**config.mk**
```make
export PLATFORM = sky130hd
export DESIGN_NAME = ex_muldiv
export DESIGN_NICKNAME = d
export VERILOG_FILES = /design/src/rtl/ex_muldiv.sv
export SDC_FILE = /design/constraint.sdc
export NUM_CORES = 1
export LEC_CHECK = 0
export ABC_AREA = 1
export CAP_MARGIN = 20
export CORE_MARGIN = 2
export CORE_UTILIZATION = 50
export DETAILED_ROUTE_END_ITERATION = 8
export PLACE_DENSITY = 0.7
export SKIP_LAST_GASP = 1
export SLEW_MARGIN = 20
export SYNTH_ARGS = -nofsm -noshare
export SYNTH_HDL_FRONTEND = slang
export SYNTH_SLANG_ARGS = --single-unit
```
**constraint.sdc**
```tcl
create_clock -name clk -period 7.2 [get_ports clk]
set_clock_uncertainty 0.15 [all_clocks]
set_input_delay 2.16 -clock clk [delete_from_list [all_inputs] [get_ports clk]]
set_output_delay 2.16 -clock clk [all_outputs]
set_load 0.05 [all_outputs]
```
**src/rtl/ex_muldiv.sv**
```systemverilog
// RV32M multiply/divide unit for the EX stage: iterative shift-add multiplier and restoring divider.
// Build option: define EX_MULDIV_FAST_MUL_EN for single-cycle combinational multiplies.
module ex_muldiv #(
  parameter int XLEN = 32
) (
  input  logic            clk,
  input  logic            rst,
  input  logic            idex_md_valid_i,
  input  logic [2:0]      idex_md_op_i,
  input  logic [XLEN-1:0] idex_op_a_i,
  input  logic [XLEN-1:0] idex_op_b_i,
  input  logic [4:0]      idex_reg_waddr_i,
  input  logic            fc_flush_ex_i,
  input  logic            fc_stall_ex_i,
  output logic            ex_md_busy_o,
  output logic            ex_md_valid_o,
  output logic [XLEN-1:0] ex_md_result_o,
  output logic [4:0]      ex_md_waddr_o
);

  localparam logic [2:0]      OP_MUL    = 3'd0;
  localparam logic [2:0]      OP_MULHSU = 3'd2;
  localparam logic [2:0]      OP_MULHU  = 3'd3;
  localparam logic [2:0]      OP_DIVU   = 3'd5;
  localparam logic [2:0]      OP_REMU   = 3'd7;
  localparam logic [XLEN-1:0] CNT_LAST  = XLEN'(XLEN - 1);
  localparam logic [XLEN-1:0] MOST_NEG  = {1'b1, {(XLEN-1){1'b0}}};

  typedef enum logic [1:0] {S_IDLE, S_CALC, S_DONE} state_e;

  state_e              state_q;
  logic [2:0]          op_q;
  logic [4:0]          waddr_q;
  logic [4:0]          out_waddr_q;
  logic [2*XLEN-1:0]   acc_q;
  logic [XLEN-1:0]     b_q;
  logic [XLEN-1:0]     cnt_q;
  logic [XLEN-1:0]     result_q;
  logic                neg_q;
  logic                valid_q;

  // Accept-time decode, working on the raw ID/EX operands.
  logic                accept;
  logic                is_div;
  logic                a_sgn;
  logic                b_sgn;
  logic                neg_d;
  logic                div_zero;
  logic                div_ovf;
  logic                special;
  logic                fast_mul;
  logic [XLEN-1:0]     a_abs;
  logic [XLEN-1:0]     b_abs;
  logic [XLEN-1:0]     special_res;
  logic [XLEN-1:0]     fast_res;

  // NOTE: every always_comb output gets a value on every path, otherwise a latch is inferred.
  always_comb begin
    is_div   = idex_md_op_i[2];
    a_sgn    = idex_op_a_i[XLEN-1] && !(idex_md_op_i inside {OP_MULHU, OP_DIVU, OP_REMU});
    b_sgn    = idex_op_b_i[XLEN-1] &&
               !(idex_md_op_i inside {OP_MULHSU, OP_MULHU, OP_DIVU, OP_REMU});
    a_abs    = a_sgn ? -idex_op_a_i : idex_op_a_i;
    b_abs    = b_sgn ? -idex_op_b_i : idex_op_b_i;
    // Remainder takes the dividend's sign; quotient and products take the XOR.
    neg_d    = (is_div && idex_md_op_i[1]) ? a_sgn : (a_sgn ^ b_sgn);
    div_zero = is_div && (idex_op_b_i == '0);
    div_ovf  = is_div && !idex_md_op_i[0] && (idex_op_a_i == MOST_NEG) && (idex_op_b_i == '1);
    special  = div_zero || div_ovf;
    if (div_zero) special_res = idex_md_op_i[1] ? idex_op_a_i : '1;
    else          special_res = idex_md_op_i[1] ? '0 : idex_op_a_i;
  end

`ifdef EX_MULDIV_FAST_MUL_EN
  logic [2*XLEN-1:0] fast_a;
  logic [2*XLEN-1:0] fast_b;
  logic [2*XLEN-1:0] fast_prod;

  // Sign-extending to 2*XLEN makes the truncated product equal the signed/unsigned product.
  always_comb begin
    fast_a    = {{XLEN{a_sgn}}, idex_op_a_i};
    fast_b    = {{XLEN{b_sgn}}, idex_op_b_i};
    fast_prod = fast_a * fast_b;
    fast_res  = (idex_md_op_i == OP_MUL) ? fast_prod[XLEN-1:0] : fast_prod[2*XLEN-1:XLEN];
  end

  assign fast_mul = !is_div;
`else
  assign fast_mul = 1'b0;
  assign fast_res = '0;
`endif

  assign accept       = (state_q == S_IDLE) && idex_md_valid_i && !fc_flush_ex_i;
  assign ex_md_busy_o = accept || (state_q == S_CALC);

  // One engine step; acc_q holds {partial product, multiplier} or {remainder, dividend/quotient}.
  logic [XLEN:0]       mul_sum;
  logic [XLEN:0]       rem_sh;
  logic                div_ge;
  logic [XLEN-1:0]     rem_new;
  logic [XLEN-1:0]     div_res;
  logic [2*XLEN-1:0]   acc_d;
  logic [2*XLEN-1:0]   prod;
  logic [XLEN-1:0]     calc_res;

  always_comb begin
    mul_sum = {1'b0, acc_q[2*XLEN-1:XLEN]} + {1'b0, {XLEN{acc_q[0]}} & b_q};
    rem_sh  = {acc_q[2*XLEN-1:XLEN], acc_q[XLEN-1]};
    div_ge  = rem_sh[XLEN] || (rem_sh[XLEN-1:0] >= b_q);
    rem_new = div_ge ? (rem_sh[XLEN-1:0] - b_q) : rem_sh[XLEN-1:0];
    acc_d   = op_q[2] ? {rem_new, acc_q[XLEN-2:0], div_ge}
                      : {mul_sum, acc_q[XLEN-1:1]};
    prod    = neg_q ? -acc_d : acc_d;
    div_res = op_q[1] ? acc_d[2*XLEN-1:XLEN] : acc_d[XLEN-1:0];
    if (op_q[2])              calc_res = neg_q ? -div_res : div_res;
    else if (op_q == OP_MUL)  calc_res = prod[XLEN-1:0];
    else                      calc_res = prod[2*XLEN-1:XLEN];
  end

  // NOTE: sequential state uses non-blocking assignments so every register samples pre-edge values.
  always_ff @(posedge clk) begin
    if (rst) begin
      state_q     <= S_IDLE;
      op_q        <= '0;
      waddr_q     <= '0;
      out_waddr_q <= '0;
      acc_q       <= '0;
      b_q         <= '0;
      neg_q       <= 1'b0;
      cnt_q       <= '0;
      result_q    <= '0;
      valid_q     <= 1'b0;
    end else if (fc_flush_ex_i) begin
      state_q <= S_IDLE;
      valid_q <= 1'b0;
      cnt_q   <= '0;
    end else begin
      case (state_q)
        S_IDLE: begin
          if (idex_md_valid_i) begin
            op_q    <= idex_md_op_i;
            waddr_q <= idex_reg_waddr_i;
            acc_q   <= {{XLEN{1'b0}}, a_abs};
            b_q     <= b_abs;
            neg_q   <= neg_d;
            cnt_q   <= '0;
            if (special || fast_mul) begin
              result_q    <= special ? special_res : fast_res;
              out_waddr_q <= idex_reg_waddr_i;
              valid_q     <= 1'b1;
              state_q     <= S_DONE;
            end else begin
              state_q <= S_CALC;
            end
          end
        end
        S_CALC: begin
          acc_q <= acc_d;
          cnt_q <= cnt_q + 1'b1;
          if (cnt_q == CNT_LAST) begin
            cnt_q       <= '0;
            result_q    <= calc_res;
            out_waddr_q <= waddr_q;
            valid_q     <= 1'b1;
            state_q     <= S_DONE;
          end
        end
        S_DONE: begin
          if (!fc_stall_ex_i) begin
            state_q <= S_IDLE;
            valid_q <= 1'b0;
          end
        end
        default: state_q <= S_IDLE;
      endcase
    end
  end

  assign ex_md_valid_o  = valid_q;
  assign ex_md_result_o = result_q;
  assign ex_md_waddr_o  = out_waddr_q;

endmodule
```
# [Yosys cells after proc, flatten, opt, wreduce, memory -nomap -nowiden]
# Index checks and enable logic that the tools add are counted.
[totals] register_bits=177 wordCells=100
[op_classes] mux=36 bitwise=3 eq_ne=13 add_sub_neg=7 reduce_logical=30 order_cmp=1
[op_table] operator="32-bit 2-to-1 mux" count=15
[op_table] operator="64-bit 2-to-1 mux" count=3
[op_table] operator="32-bit case mux with 2 select lines" count=2
[op_table] operator="64-bit case mux with 2 select lines" count=1
[op_table] operator="32-bit negator" count=3
[op_table] operator="32-bit equality test, second input constant" count=2
[op_table] operator="64-bit negator" count=1
[op_table] operator="32-bit by 32-bit adder with 33-bit output" count=1
[op_table] operator="32-bit by 1-bit adder with 32-bit output, second input constant" count=1
[op_table] operator="32-bit AND" count=1
[op_table] operator="32-bit by 5-bit equality test with 1-bit output, second input constant" count=1
[op_table] operator="32-bit >= comparator" count=1
[op_table] operator="32-bit zero test" count=1
[op_table] operator="32-bit subtractor" count=1
[op_table] operator="5-bit 2-to-1 mux" count=3
[op_table] operator="5-bit case mux with 2 select lines" count=1
[op_table] operator="5-bit AND reduction" count=2
[op_table] operator="1-bit logical AND" count=9
[op_table] operator="3-bit AND reduction" count=3
[op_table] operator="2-bit 2-to-1 mux" count=4
[op_table] operator="3-bit by 2-bit equality test with 1-bit output, second input constant" count=2
[op_table] operator="3-bit equality test, second input constant" count=2
[op_table] operator="2-bit != test, second input constant" count=3
[op_table] operator="2-bit case mux with 3 select lines" count=1
[op_table] operator="16 further kinds" count=26

# [Depth between registers and ports, before layout]
[logic_depth] depth_word=10 mapped_depth=35

# [Least setup slack after synthesis]
# OpenSTA, ideal clock, no wires.
[synth_path] path_type="in2out" from="in idex_md_valid_i" to="out ex_md_busy_o" slack_ns=1.621 t_arrival_ns=3.269 path_stages=5 cell_sequence="inv_1 nor3_1 clkinv_1 clkbuf_1 nand2_1"
[synth_via] elab_chain_len=3
[synth_rtl] item="from (decl)" line="8" text="input logic idex_md_valid_i,"
[synth_rtl] item="1-bit logical AND (2 in series)" line="93" text="assign accept = (state_q == S_IDLE) && idex_md_valid_i && !fc_flush_ex_i;"
[synth_rtl] item="1-bit logical OR" line="94" text="assign ex_md_busy_o = accept || (state_q == S_CALC);"
[synth_rtl] item="to (decl)" line="15" text="output logic ex_md_busy_o,"
# No other way between the ends.

# [Final worst setup path]
# Same ends and word-level chain as after synthesis.

==> flow_metrics.tcl <==
set metrics [dict create \
    r2r-end "ex_md_result_o[28]$_SDFFE_PP0P_" \
    pwr-share-seq 0.315 \
    tritoncts "done" \
    finalMaxSlewViolations 0 \
    ff2ff_path_depth 32 \
    clk_pin_slew_worst_paths_ps 70 \
    ctsHoldBuffers 0 \
    htreeDepth 4 \
    syn_to_final_growth_pct 9.811 \
    crit_family "buffers and inverters" \
    post_dp_cell_area_um2 21330 \
    root_buffer "clkbuf_16" \
    synth_edf_count 0 \
    drtAntennaViolNets 0 \
    cp-start-kind "input pin" \
    syn-num-nets 3705 \
    cts_buffers 17 \
    nFillCells 4116 \
    slew_headroom 0.2798 \
    antenna_found_initial 0 \
    postLayoutCellArea_um2 21900 \
    met3_usage 0.08709 \
    p_leak_nw 10.43 \
    start_util 0.5044 \
    syn_inst 3556 \
    max_freq_mhz 170.3 \
    fin_nets 3724 \
    switchingPower_mw 1.490 \
    timing.hold.ws_ps 321.1 \
    drive_gt1_frac 0.06442 \
    num_vias 23945 \
    endpoint "ex_md_busy_o" \
    pwr-share-comb 0.406 \
    crit_path_max_fanout 36 \
    io_buffers 115 \
    crit_path_end_kind "primary output" \
    crit_type "input pin to primary output" \
    final_cell_mix "nand2_1 (1015), inv_1 (451), nor2_1 (319)" \
    worst-path-buf-inv 5 \
    yosysWarnings 0 \
    crit_arrival_ps 3560 \
    pin_count 116 \
    critPathMaxStageDelay_ps 490 \
    internal-power_mw 1.905 \
    grt.overflow.total 0 \
    synth_flop_cell "dfxtp_1" \
    ff2ff_setup_slack_ps 1610 \
    status "complete, no violations" \
    core_um2 39550 \
    diodes 0 \
    async_flop_share 0 \
    drc 0 \
    die_area_um2 41510 \
    max-cap-violations 0 \
    met2_usage 0.5876 \
    worstSkewPairLatency_ps 490 \
    wl_per_cell_um 19.81 \
    synth_area_per_cell_um2 5.609 \
    irDropWorstVdd_mv 0.1939 \
    critical_path.cell_chain "clkdlybuf4s50_1, inv_1, nor3_2, clkinv_1, buf_4, nand2_1, buf_12" \
    required_ps 4890 \
    post_cts_buffers 0 \
    gp_congestion 1.069 \
    rsz0062_at_grt "false" \
    slowest_stage "clkdlybuf4s50_1" \
    yosysSeqAreaShare 0.1776 \
    hold_path_class "flop to flop" \
    syn_area_um2 19950 \
    powerDensity_nw_per_um2 155.0 \
    met1_usage 0.5318 \
    synth.distinct_cells 62 \
    dieWidth_um 203.7 \
    cts.sinks 177 \
    synth-seq-cells 177 \
    crit_start "idex_md_valid_i" \
    dp_hpwl_um 64720 \
    grt_pass1_wl_um 123900 \
    globalRouteTotalUtil 0.3874 \
    p_clk_frac 0.279 \
    cts.repair.resized 0 \
    tightestPinTransition_ps 1074 \
    period_share 0.8153 \
    power.total_mw 3.395 \
    switching_share 0.4387 \
    fin_setup_tns_ps 0 \
    r2r_start "acc_q[31]$_SDFFE_PP0P_" \
    drtIter0Drc 2876 \
    dp.cells 4080 \
    rows 73 \
    die_h_um 203.7 \
    hold_viol 0 \
    setup_viol 0 \
    layout_commonest_cell "nand2_1" \
    grt_pass1_vias 21725 \
    cp.depth 7 \
    grt.busiest_layer "met2" \
    viasPerCell 5.825 \
    grt_start_max_net_pins 78 \
    drt_pre_antenna_iters 8 \
    cts_buffer_depth 2 \
    period_minus_slack_ps 5870 \
    finalNonFillerCells 4111 \
    wirelength_um 81450 \
]
## per-layer routing
layer | part of all wire | wire (um)
met5 | 0 | 0
met4 | 0.038 | 3122
met3 | 0.11 | 8863
met2 | 0.42 | 34460
met1 | 0.43 | 35000
## tightest hold or removal path, cell delays in order, from the launching register on
cell     delay (ps)
dfxtp_1         310
nand2_1          60
a21oi_1          50
## cells in the mapped netlist (all sizes together), types with 3 or more instances
cell / number / share of area
o211ai: 21 / 0.0079
a21o: 5 / 0.0019
nor3b: 3 / 0.0011
clkbuf: 98 / 0.018
o21ai: 274 / 0.073
or2: 32 / 0.010
xnor2: 27 / 0.012
ha: 70 / 0.044
nand2: 1053 / 0.20
clkinv: 3 / 0.00063
nand3: 295 / 0.079
xor2: 62 / 0.027
a221oi: 6 / 0.0026
and2: 3 / 0.0010
o21bai: 19 / 0.0072
dfxtp: 177 / 0.18
nor4: 18 / 0.0056
nor3: 61 / 0.018
o21a: 6 / 0.0024
o221ai: 10 / 0.0044
nand4: 62 / 0.020
nor2: 346 / 0.070
inv: 477 / 0.090
nand3b: 29 / 0.012
a21oi: 304 / 0.078
a31oi: 36 / 0.011
buf: 45 / 0.014
## worst min-delay path by stage
| stage | end | from | cells after the start |
|---|---|---|---|
| floorplan | acc_q[12]$_SDFFE_PP0P_ | acc_q[12]$_SDFFE_PP0P_ | 2 |
| global placement | acc_q[3]$_SDFFE_PP0P_ | acc_q[3]$_SDFFE_PP0P_ | 2 |
| detailed placement | acc_q[22]$_SDFFE_PP0P_ | acc_q[22]$_SDFFE_PP0P_ | 2 |
| CTS | acc_q[22]$_SDFFE_PP0P_ | acc_q[22]$_SDFFE_PP0P_ | 2 |
| global route | ex_md_result_o[8]$_SDFFE_PP0P_ | ex_md_result_o[8]$_SDFFE_PP0P_ | 2 |
| finish | acc_q[22]$_SDFFE_PP0P_ | acc_q[22]$_SDFFE_PP0P_ | 2 |
## power by group through the flow
stage / sequential (mW) / clock, mW / combinational, mW
after CTS: 1.07 / 0.957 / 1.33
final: 1.07 / 0.948 / 1.38
after global routing: 1.07 / 0.989 / 1.50
after global placement: 1.09 / 0 / 1.31
after floorplan: 1.08 / 0 / 0.908
after detailed placement: 1.09 / 0 / 1.32
## cells by family (layout without fill, tap and decap cells)
family / count (synthesis) / in the layout / synth area share
and+or+nand+nor: 1906 / 1906 / 0.4218
AOI/OAI and AO/OA: 689 / 689 / 0.1923
buffers and inverters: 623 / 653 / 0.1232
DFF: 177 / 177 / 0.1776
xor gates and xnor gates: 89 / 89 / 0.03908
adders and majority gates: 72 / 72 / 0.04592
## flip-flops by register name (all words and copies together), names as in the netlist
register,cells
ex_md_valid_o,1
waddr_q,5
ex_md_waddr_o,5
b_q,32
ex_md_result_o,32
cnt_q,32
state_q,2
op_q,3
neg_q,1
acc_q,64
## cell type report
cell class                      count  area, um2  area share
Clock buffer                       18      429.2     0.01959
Tap cell                          525      656.9     0.02999
Clock inverter                     12      125.1    0.005712
Multi-Input combinational cell   2756      13970      0.6376
Inverter                          480       1804     0.08237
Timing Repair Buffer              143       1374     0.06272
Sequential cell                   177       3548      0.1620
## metrics by stage
stage                     setup WS, ps  utilization
final                             1330       0.5538
after global routing              1244       0.5538
after CTS                         1354       0.5535
after detailed placement          1364       0.5394
after global placement            1360       0.5394
after floorplan                   1621            -
Power figures use the tool's default switching activity.
